===== config.mk =====
export PLATFORM = sky130hd
export DESIGN_NAME = writeback_queue_flat
export DESIGN_NICKNAME = d
export VERILOG_FILES = /design/src/rtl/writeback_queue_if.sv /design/src/rtl/writeback_queue.sv /design/src/flat_wrapper.sv
export SDC_FILE = /design/constraint.sdc
export NUM_CORES = 1
export LEC_CHECK = 0
export CORE_ASPECT_RATIO = 1.75
export CORE_MARGIN = 1.5
export CORE_UTILIZATION = 62
export CTS_CLUSTER_DIAMETER = 50
export DETAILED_ROUTE_END_ITERATION = 12
export GPL_TIMING_DRIVEN = 0
export PLACE_DENSITY = 0.88
export SLEW_MARGIN = 20
export SYNTH_ARGS = -nofsm -noshare
export SYNTH_HDL_FRONTEND = slang
export SYNTH_SLANG_ARGS = --single-unit

===== constraint.sdc =====
create_clock -name clk -period 9.3 [get_ports clk]
set_clock_uncertainty 0.2 [all_clocks]
set_input_delay 2.325 -clock clk [delete_from_list [all_inputs] [get_ports clk]]
set_output_delay 2.325 -clock clk [all_outputs]
set_load 0.02 [all_outputs]

===== src/rtl/writeback_queue_if.sv =====
// Producer-side push handshake for the writeback queue.
// The producer drives valid/dest/value; the queue answers with ready.
interface writeback_queue_if;
    logic        push_valid;
    logic        push_ready;
    logic [3:0]  push_dest;
    logic [31:0] push_value;

    modport master (
        output push_valid,
        output push_dest,
        output push_value,
        input  push_ready
    );

    modport slave (
        input  push_valid,
        input  push_dest,
        input  push_value,
        output push_ready
    );
endinterface


===== src/rtl/writeback_queue.sv =====
// Buffers EXE/MEM results and retires one per cycle into the register file,
// with pending/forward lookups so decode can detect and bypass in-flight results.
module writeback_queue #(
    parameter int DEPTH = 4,
    parameter int AW    = 2
) (
    input  logic                clk,
    input  logic                rst,
    writeback_queue_if.slave    push_bus,
    input  logic                freeze,
    output logic                wb_en,
    output logic [3:0]          write_src_reg,
    output logic [31:0]         wb_value,
    input  logic [3:0]          query_reg_1,
    input  logic [3:0]          query_reg_2,
    output logic                pending_1,
    output logic                pending_2,
    output logic [31:0]         fwd_data_1,
    output logic [31:0]         fwd_data_2,
    output logic [AW:0]         count
);

    localparam logic [3:0]  PC_REG = 4'hF;
    localparam logic [AW:0] FULL   = (AW+1)'(DEPTH);

    logic [3:0]       dest_q  [DEPTH];
    logic [31:0]      value_q [DEPTH];
    logic [DEPTH-1:0] valid_q;
    logic [AW-1:0]    rd_ptr;
    logic [AW-1:0]    wr_ptr;

    logic             empty;
    logic             push_fire;
    logic             retire;

    logic [3:0]       qry   [2];
    logic [1:0]       pend;
    logic [31:0]      fwd   [2];
    logic [AW-1:0]    idx;

    assign empty     = (count == '0);
    assign push_bus.push_ready = (count != FULL);
    assign push_fire = push_bus.push_valid && push_bus.push_ready;
    assign retire    = !empty && !freeze;

    // Head is presented combinationally; the regfile captures it at negedge.
    assign write_src_reg = empty ? 4'h0  : dest_q[rd_ptr];
    assign wb_value      = empty ? 32'h0 : value_q[rd_ptr];
    assign wb_en         = retire && (dest_q[rd_ptr] != PC_REG);

    assign qry[0] = query_reg_1;
    assign qry[1] = query_reg_2;

    // Walk oldest to youngest so the last match seen is the youngest one.
    always_comb begin
        pend   = '0;
        fwd[0] = '0;
        fwd[1] = '0;
        idx    = '0;
        for (int n = 0; n < 2; n++) begin
            for (int i = 0; i < DEPTH; i++) begin
                idx = rd_ptr + AW'(i);
                if (valid_q[idx] &&
                    dest_q[idx] == qry[n] &&
                    qry[n] != PC_REG) begin
                    pend[n] = 1'b1;
                    fwd[n]  = value_q[idx];
                end
            end
        end
    end

    assign pending_1  = pend[0];
    assign pending_2  = pend[1];
    assign fwd_data_1 = fwd[0];
    assign fwd_data_2 = fwd[1];

    always_ff @(posedge clk) begin
        if (rst) begin
            valid_q <= '0;
            rd_ptr  <= '0;
            wr_ptr  <= '0;
            count   <= '0;
            for (int i = 0; i < DEPTH; i++) begin
                dest_q[i]  <= '0;
                value_q[i] <= '0;
            end
        end else begin
            if (retire) begin
                valid_q[rd_ptr] <= 1'b0;
                rd_ptr          <= rd_ptr + AW'(1);
            end
            // Full blocks a push even when the head retires this cycle,
            // so rd_ptr and wr_ptr never target the same slot here.
            if (push_fire) begin
                dest_q[wr_ptr]  <= push_bus.push_dest;
                value_q[wr_ptr] <= push_bus.push_value;
                valid_q[wr_ptr] <= 1'b1;
                wr_ptr          <= wr_ptr + AW'(1);
            end
            case ({push_fire, retire})
                2'b10:   count <= count + (AW+1)'(1);
                2'b01:   count <= count - (AW+1)'(1);
                default: count <= count;
            endcase
        end
    end

endmodule


===== src/flat_wrapper.sv =====
// flat-port wrapper written by rule: the top's interface ports become plain ports
module writeback_queue_flat 
#(
    parameter int DEPTH = 4,
    parameter int AW    = 2
)
  (clk, rst, freeze, wb_en, write_src_reg, wb_value, query_reg_1, query_reg_2, pending_1, pending_2, fwd_data_1, fwd_data_2, count, push_bus_push_valid, push_bus_push_dest, push_bus_push_value, push_bus_push_ready);
  writeback_queue_if push_bus_i ();
  input  logic clk;
  input  logic rst;
  input  logic freeze;
  output logic wb_en;
  output logic [3:0] write_src_reg;
  output logic [31:0] wb_value;
  input  logic [3:0] query_reg_1;
  input  logic [3:0] query_reg_2;
  output logic pending_1;
  output logic pending_2;
  output logic [31:0] fwd_data_1;
  output logic [31:0] fwd_data_2;
  output logic [AW:0] count;
  input wire logic [$bits(push_bus_i.push_valid)-1:0] push_bus_push_valid;
  input wire logic [$bits(push_bus_i.push_dest)-1:0] push_bus_push_dest;
  input wire logic [$bits(push_bus_i.push_value)-1:0] push_bus_push_value;
  output wire logic [$bits(push_bus_i.push_ready)-1:0] push_bus_push_ready;
  assign push_bus_i.push_valid = push_bus_push_valid;
  assign push_bus_i.push_dest = push_bus_push_dest;
  assign push_bus_i.push_value = push_bus_push_value;
  assign push_bus_push_ready = push_bus_i.push_ready;
  writeback_queue #(.DEPTH(DEPTH), .AW(AW)) u_core (.clk(clk), .rst(rst), .push_bus(push_bus_i), .freeze(freeze), .wb_en(wb_en), .write_src_reg(write_src_reg), .wb_value(wb_value), .query_reg_1(query_reg_1), .query_reg_2(query_reg_2), .pending_1(pending_1), .pending_2(pending_2), .fwd_data_1(fwd_data_1), .fwd_data_2(fwd_data_2), .count(count));
endmodule

# Yosys cells after proc, flatten, opt, wreduce, memory -nomap -nowiden
# Memories as Yosys holds them, arrays and structs flattened. A register that Yosys moved wholly into a read port is not among the register bits.
# Cells that the tools add are included.
[word_totals]
regBits = 11
ramBits = 144
in_bits = 48
output_inout_bits = 107
word_cells = 112
memories = 2
[classes]
add_sub_neg = 6
order_cmp = 7
n_eq_ne = 14
muxes = 49
bitwise_logic = 3
reduce_logical = 27
[mem_list]
columns = ["memory", "words", "width", "rd", "rd_ports_with_merged_regs", "write_ports", "line_no", "source"]
rows = [
  ["u_core.value_q", 4, 32, 4, 1, 4, "writeback_queue.sv:27", "logic [31:0] value_q [DEPTH];"],
  ["u_core.dest_q", 4, 4, 4, 1, 4, "writeback_queue.sv:26", "logic [3:0] dest_q [DEPTH];"],
]
[ops]
columns = ["op", "n"]
rows = [
  ["$mux 32", 10],
  ["$eq 4x4->1", 8],
  ["$reduce_or 32->1", 1],
  ["$logic_and 1x1->1", 21],
  ["$mux 1", 21],
  ["$mux 4", 5],
  ["$lt 2x3->1 const B", 5],
  ["$mux 2", 6],
  ["$ne 4x4->1 const B", 3],
  ["$bmux 1 s2", 4],
  ["$pmux 3 s2", 1],
  ["$add 2x1->2 const B", 2],
  ["$add 2x2->2 const B", 2],
  ["$and 4x4->4", 1],
  ["$demux 1 s2", 2],
  ["$ge 2x1->1 const B", 2],
  ["$not 4->4", 1],
  ["$or 4x4->4", 1],
  ["$reduce_or 4->1", 1],
  ["$add 3x1->3 const B", 1],
  ["$logic_not 3->1", 1],
  ["$ne 3x3->1 const B", 1],
  ["$sub 3x1->3 const B", 1],
  ["$eq 2x1->1 const B", 1],
  ["3 further kinds", 4],
]

# Longest topological paths before layout
# Gate-level depths: netlist of run 1.
[depth]
word_depth = 10
ltp_mapped = 17

# Worst setup path after synthesis of run 1
# Ideal clock, no wire load.
[synth_path]
kind = "flip-flop to output port"
from = "reg u_core.rd_ptr[0]"
to = "out fwd_data_1[31]"
arrival_time_ns = 4.591
required_time_ns = 6.775
setup_slack_ns = 2.184
stages_incl_launch_ff = 16
path_buffers = 7
path_cell_list = "dfxtp_1 -> buf_2 -> buf_2 -> buf_2 -> buf_2 -> buf_2 -> inv_1 -> ha_1 -> clkbuf_1 -> mux4_2 -> or2_1 -> a21oi_1 -> nor3b_2 -> buf_2 -> a221oi_1 -> o31ai_1"
[synth_lines]
columns = ["element", "line_no", "source"]
rows = [
  ["from (decl)", "writeback_queue.sv:29", "logic [AW-1:0] rd_ptr;"],
  ["from (signal assigned)", "writeback_queue.sv:91", "rd_ptr <= rd_ptr + AW'(1);"],
  ["$add 2x2->2 (*)", "-", ""],
  ["named net u_core.idx[0]", "writeback_queue.sv:39", "logic [AW-1:0] idx;"],
  ["$mem_v2 4x4 / $bmux 1 s2 (equally long branches)", "-", ""],
  ["$eq 4x4->1 / $mux 1 (equally long branches)", "writeback_queue.sv:64, writeback_queue.sv:63", ""],
  ["$logic_and 1x1->1", "writeback_queue.sv:63", "if (valid_q[idx] &&"],
  ["$logic_and 1x1->1", "writeback_queue.sv:64", "dest_q[idx] == qry[n] &&"],
  ["$mux 32 (*)", "writeback_queue.sv:63", ""],
  ["to (decl)", "flat_wrapper.sv:19", "output logic [31:0] fwd_data_1;"],
]
# The timed path passes the listed nets; every way through them passes the cells marked *. The select of a mux whose other input is x is not followed.

# Final worst setup path of run 1
[layout_path]
from = "reg u_core.rd_ptr[0]"
to = "out fwd_data_1[2]"
# The elaborated chain is that of the path after synthesis.

==> flow_metrics.py, run 1 <==
metrics = {
    "run_status": {
        "status": "complete, no violations",
    },
    "global_route": {
        "grt_overflow": 0,
        "grt_pass1_vias": 11132,
        "antenna_found_initial": 0,
        "track_usage": 0.4161,
        "grt_max_degree": 37,
        "grt_pass1_wl_um": 62310,
    },
    "floorplanning": {
        "core_mm2": 0.01957,
        "initial_utilization": 0.6279,
        "boundaryPins": 155,
        "rows": 68,
        "dieArea_mm2": 0.02070,
        "die_w_um": 109.4,
        "die-height_um": 189.2,
    },
    "cts": {
        "clock_sinks": 157,
        "numCtsBuffers": 17,
        "cts_tree": "done",
        "root_buffer": "clkbuf_16",
        "clk_path_buf_depth": 2,
        "cts_max_level": 4,
        "clk_latency_ns": 0.43,
        "clkSlewWorstSetupHoldPaths_ns": 0.06,
        "cts_hold_buffers": 0,
    },
    "setup_path": {
        "critPathSlowestCell": "clkdlybuf4s50_1",
        "crit_chain": "buf_2, buf_2, buf_2, buf_2, buf_4, inv_1, ha_1, mux4_2, or2_1, a21oi_1, nor3b_4, buf_2, a221oi_1, o31ai_1, clkdlybuf4s50_1",
        "crit_type": "flop to output pin",
        "cp.arrival_ns": 6.53,
        "required_ns": 6.78,
        "crit_path_max_incr_delay_ns": 0.71,
        "cp-start-kind": "flop",
        "critPathCaptureType": "output pin",
        "path_max_fanout": 10,
        "cpMostUsedCell": "buf_2",
    },
    "timing": {
        "grt_setup_unrepaired": "no",
        "setup_tns_ns": 0,
        "min_period_ns": 9.058,
        "slew_headroom": 0.2200,
        "setup_viol": 0,
        "fin_hold_ws_ns": 0.3302,
        "fin_crit_sh": 0.9739,
        "final_max_slew_viol_count": 0,
        "hold_violations": 0,
        "fmax_ghz": 0.1104,
        "tightest_slew_ns": 1.170,
    },
    "synth": {
        "synth.top_cell.area_share": 0.3519,
        "synth.largest_area_cell": "edfxtp_1",
        "synth_edf_count": 144,
        "postSynthCellCount": 1077,
        "yosysUniqueCellTypes": 41,
        "ys.warnings.count": 0,
        "syn-num-nets": 1135,
        "async_flop_share": 0,
        "synth_flop_cell": "edfxtp_1",
        "ys_seq_area_frac": 0.3731,
        "synth_most_common_cell": "and2_1",
        "yosys_register_bits": 157,
        "ys_top_cells_by_count": "and2_1 (145), edfxtp_1 (144), nor2_1 (122)",
        "syn-mean-instance-area_um2": 11.41,
        "netlist_top_cells_area": "edfxtp_1 (35%), mux4_2 (21%), and2_1 (7.4%)",
        "synth_area_mm2": 0.01229,
    },
    "power": {
        "power.leakage_nw": 4.997,
        "ir_worst_vdd_mv": 0.1691,
        "power_density_mw_per_mm2": 253.5,
        "power_mw": 3.730,
    },
    "drt": {
        "drc": 0,
        "drt_iter0_drc": 1637,
        "dr.pass1.iters": 8,
        "via_per_inst": 7.362,
        "vias": 11051,
        "wl_per_cell_um": 28.12,
        "wl_um": 42200,
        "drtAntennaViolNets": 0,
    },
    "final_layout": {
        "multi_input_area_mm2": 0.007223,
        "antenna_cells": 0,
        "seq_area_mm2": 0.004584,
        "area_delta_synth_final_pct": 19.77,
        "nets": 1301,
        "fin_util": 0.7520,
        "fillers": 1332,
        "drive_gt1_frac": 0.2118,
    },
    "min_path": {
        "min_path_type": "flop to flop",
    },
    "job": {
        "drv_cap": 0,
    },
    "placed_design": {
        "io_buffers": 145,
        "gp_congestion": 0.9665,
        "hpwl_um": 28920,
    },
}
[path summary, 6_finish.rpt]
check	from	slack, ns	cells after the start	to
setup / recovery	u_core.rd_ptr[0]	0.24	15	fwd_data_1[2]
hold / removal	u_core.count[2]	0.33	2	u_core.count[2]
setup reg to reg	u_core.rd_ptr[0]	4.11	13	u_core.rd_ptr[1]
hold reg to reg	u_core.count[2]	0.33	2	u_core.count[2]
[worst max-delay path, delay by kind of cell, from the launching register on]
kind,cells,cell delay [ns]
adders and majority gates,1,0.52
muxes,1,0.60
DFF,1,0.37
buffers and inverters,8,2.87
and+or+nand+nor,2,0.66
AOI/OAI and AO/OA,3,1.06
[state kept, by name (all words and copies together), names as in the netlist, named ones only]
name	flops
u_core.dest_q	16
u_core.valid_q	4
u_core.value_q	128
u_core.rd_ptr	2
u_core.count	3
u_core.wr_ptr	2
[kinds of logic (layout without fill, tap and decap cells)]
family,after synthesis,in the layout,share of synthesized area
AOI/OAI and AO/OA,177,177,0.1259
xor gates and xnor gates,34,34,0.02424
adders and majority gates,10,10,0.01079
buffers and inverters,115,294,0.04277
DFF,157,157,0.3731
muxes,156,156,0.2443
and+or+nand+nor,428,428,0.1789
[layout make-up]
class / count / area share
clock inverters: 14 / 0.01063
clock buffers: 18 / 0.02916
well taps: 245 / 0.02083
multi-input cells: 805 / 0.4909
flip-flops and latches: 157 / 0.3115
repair buffers: 148 / 0.1010
inverters: 8 / 0.002041
plain buffers: 106 / 0.03393
[cell usage in the layout (no fill, tap or decap), types with 21 or more instances in the layout]
| master | Yosys | final |
|---|---|---|
| nor2b_1 | 52 | 52 |
| nand2_1 | 77 | 77 |
| mux4_2 | 113 | 113 |
| and2_1 | 145 | 145 |
| nor2_1 | 122 | 122 |
| edfxtp_1 | 144 | 144 |
| buf_2 | 33 | 32 |
| mux2i_1 | 22 | 22 |
| clkdlybuf4s50_1 | 0 | 145 |
| mux2_2 | 21 | 21 |
| o31ai_2 | 38 | 39 |
| o31ai_1 | 26 | 25 |
| clkbuf_1 | 58 | 56 |
| a221oi_1 | 61 | 61 |
| a21oi_1 | 36 | 36 |
[report_power, final]
| group | switching (mW) | leakage [nW] | internal (mW) |
|---|---|---|---|
| registers | 0.0690 | 1.60 | 0.859 |
| logic | 1.21 | 3.12 | 0.877 |
| clock network | 0.312 | 0.276 | 0.400 |
| total | 1.59 | 5.00 | 2.14 |
[metal layers]
metal	part of all wire	global-route usage	up-vias	routed length [um]
met5	0	0	-	0
met4	0.088	0.3357	0	3708
met3	0.13	0.1019	282	5405
met2	0.49	0.6648	1097	20610
met1	0.30	0.4626	5244	12480
li1	-	-	4428	-
[through the flow]
stage / worst slack (ns) / cell area [um^2] / cells
2_1_floorplan: 2.184 / 12290 / 1077
3_3_place_gp: 0.5905 / 14040 / 1467
3_5_place_dp: 0.4327 / 14080 / 1469
4_1_cts: 0.1345 / 14670 / 1501
5_1_grt: 0.09506 / 14720 / 1501
6_report: 0.2424 / 14720 / 1501
[timing repair]
action                     4_1_cts  5_1_grt
setup endpoints to repair        4       52
gates resized for setup          1       11
buffers inserted                 0        0
Power figures use the tool's default switching activity.
==> run 2: changes to the inputs <==
--- a/config.mk
+++ b/config.mk
@@ -5,13 +5,15 @@
 export SDC_FILE = /design/constraint.sdc
 export NUM_CORES = 1
 export LEC_CHECK = 0
+export CELL_PAD_IN_SITES_DETAIL_PLACEMENT = 0
+export CELL_PAD_IN_SITES_GLOBAL_PLACEMENT = 1
 export CORE_ASPECT_RATIO = 1.75
 export CORE_MARGIN = 1.5
-export CORE_UTILIZATION = 62
+export CORE_UTILIZATION = 49
 export CTS_CLUSTER_DIAMETER = 50
 export DETAILED_ROUTE_END_ITERATION = 12
 export GPL_TIMING_DRIVEN = 0
-export PLACE_DENSITY = 0.88
+export PLACE_DENSITY_LB_ADDON = 0.1
 export SLEW_MARGIN = 20
 export SYNTH_ARGS = -nofsm -noshare
 export SYNTH_HDL_FRONTEND = slang
==> flow_metrics.py, run 2 (same netlist as run 1, synthesis figures left out) <==
metrics = {
    "setup_path": {
        "crit_buf_inv": 8,
        "crit_type": "flop to output pin",
        "crit_path_max_incr_delay_ns": 0.71,
        "crit_chain": "buf_2, buf_2, buf_2, buf_2, buf_4, inv_1, ha_1, mux4_2, or2_1, a21oi_1, nor3b_4, buf_2, a221oi_1, o31ai_1, clkdlybuf4s50_1",
        "critPathSlowestCell": "clkdlybuf4s50_1",
        "critPathCaptureType": "output pin",
        "required_ns": 6.78,
        "cp.arrival_ns": 6.53,
        "crit_family": "buffers and inverters",
        "r2r_start": "u_core.rd_ptr[0]",
        "r2r_setup_slack_ns": 4.12,
        "cpMostUsedCell": "buf_2",
        "rr_worst_depth": 13,
        "path_max_fanout": 10,
        "cp-start-kind": "flop",
        "timing.rr.end": "u_core.rd_ptr[1]",
    },
    "floorplanning": {
        "die-height_um": 212.5,
        "dieArea_mm2": 0.02607,
        "initial_utilization": 0.4989,
        "core_mm2": 0.02463,
        "die_w_um": 122.7,
        "rows": 76,
        "boundaryPins": 155,
    },
    "timing": {
        "setup_tns_ns": 0,
        "final_max_slew_viol_count": 0,
        "slew_headroom": 0.2104,
        "grt_setup_unrepaired": "no",
        "tightest_slew_ns": 1.184,
        "fin_crit_sh": 0.9738,
        "hold_violations": 0,
        "min_period_ns": 9.057,
        "fin_hold_ws_ns": 0.3530,
        "fmax_ghz": 0.1104,
        "setup_viol": 0,
    },
    "drt": {
        "wl_per_cell_um": 28.44,
        "drtAntennaViolNets": 0,
        "drt_iter0_drc": 1122,
        "wl_um": 44600,
        "via_per_inst": 6.764,
        "dr.pass1.iters": 6,
        "vias": 10606,
        "drc": 0,
    },
    "power": {
        "power.leakage_nw": 5.015,
        "ir_worst_vdd_mv": 0.1530,
        "power_density_mw_per_mm2": 251.8,
    },
    "global_route": {
        "grt_overflow": 0,
        "use_met2": 0.6146,
        "use_met3": 0.06330,
        "busiest_layer": "met2",
        "track_usage": 0.3528,
        "grt_pass1_wl_um": 65430,
        "grt_pass1_vias": 10670,
        "antenna_found_initial": 0,
        "grtUsageMet1": 0.3995,
        "grt_max_degree": 37,
    },
    "cts": {
        "clk_latency_ns": 0.46,
        "postCtsSetupRepairBufs": 0,
        "cts_max_level": 4,
        "cts_tree": "done",
        "root_buffer": "clkbuf_16",
        "clkSlewWorstSetupHoldPaths_ns": 0.06,
        "clock_sinks": 157,
        "clk_path_buf_depth": 2,
        "numCtsBuffers": 17,
        "cts_hold_buffers": 0,
    },
    "final_layout": {
        "fin_util": 0.6006,
        "mostFrequentLayoutCells": "and2_1 (145), clkdlybuf4s50_1 (145), edfxtp_1 (144), nor2_1 (122), mux4_2 (113)",
        "nets": 1301,
        "top_register": "u_core.value_q",
        "drive_gt1_frac": 0.2158,
        "area_delta_synth_final_pct": 20.39,
        "largest_registers": "u_core.value_q (128), u_core.dest_q (16), u_core.valid_q (4)",
        "antenna_cells": 0,
        "largest_reg_flops": 128,
    },
    "min_path": {
        "worstHoldStart": "u_core.count[2]",
        "hold_depth": 2,
        "min_path_type": "flop to flop",
        "min_to": "u_core.count[2]",
    },
    "placed_design": {
        "gp_congestion": 0.8919,
        "io_buffers": 145,
        "hpwl_um": 30640,
    },
    "job": {
        "drv_cap": 0,
    },
    "run_status": {
        "status": "complete, no violations",
    },
}
==> run 2: cell count changes in the layout (fill, tap and decap cells not counted), sizes merged <==
cell    change
inv         -6
clkinv      +3
clkbuf      +3
==> run 2: repair_timing <==
item	4_1_cts	5_1_grt
endpoints found under the setup margin	61	31
gates resized for setup	9	3
gates cloned	0	0
==> run 2: final cells by class <==
type	count	area, um^2
plain buffers	106	505.5
clock buffers	21	470.5
clock inverters	11	116.4
fillers	2016	9837
inverters	8	30.03
multi-input cells	805	7221
flip-flops and latches	157	4584
well taps	312	390.4
repair buffers	148	1474
==> run 2: power breakdown <==
part	total (mW)	switching (mW)	internal [mW]
logic	2.09	1.21	0.877
registers	0.926	0.0672	0.859
clock network	0.712	0.299	0.413
==> run 2: metrics by stage <==
| stage | power, mW | instance area, um^2 | instances | setup slack [ns] |
|---|---|---|---|---|
| after floorplan | 2.293 | 12290 | 1077 | 2.184 |
| after global placement | 2.966 | 14130 | 1534 | 0.2771 |
| after detailed placement | 2.986 | 14180 | 1537 | 0.2850 |
| after CTS | 3.700 | 14790 | 1569 | 0.1103 |
| after global routing | 3.859 | 14790 | 1568 | 0.1222 |
| final | 3.725 | 14790 | 1568 | 0.2434 |
==> run 2: worst max-delay path by stage <==
stage	startpoint	end	slack (ns)	cells past startpoint
global placement	u_core.rd_ptr[0]	fwd_data_2[1]	0.28	18
floorplan	u_core.rd_ptr[0]	fwd_data_1[31]	2.18	15
CTS	u_core.rd_ptr[0]	fwd_data_1[23]	0.11	18
global route	u_core.rd_ptr[0]	fwd_data_2[1]	0.12	17
detailed placement	u_core.rd_ptr[0]	fwd_data_2[1]	0.28	18
finish	u_core.rd_ptr[0]	fwd_data_1[31]	0.24	15
==> run 2: worst register-to-register path: stages, from the launching register on <==
cell and delay (ns):
dfxtp_1 0.38, buf_2 0.28, buf_2 0.32, buf_2 0.29, buf_2 0.41, buf_4 0.35, inv_1 0.13, ha_1 0.53
buf_2 0.41, buf_2 0.39, clkbuf_2 0.42, clkbuf_1 0.64, nand2_1 0.16, a21oi_1 0.21
==> run 2: metal layers <==
layer  vias up  wire length (um)  share of wire
met5         -                 0              0
met2       694             23670           0.53
met3       159              3429          0.077
met1      5327             15120           0.34
li1       4426                 -              -
met4         0              2377          0.053
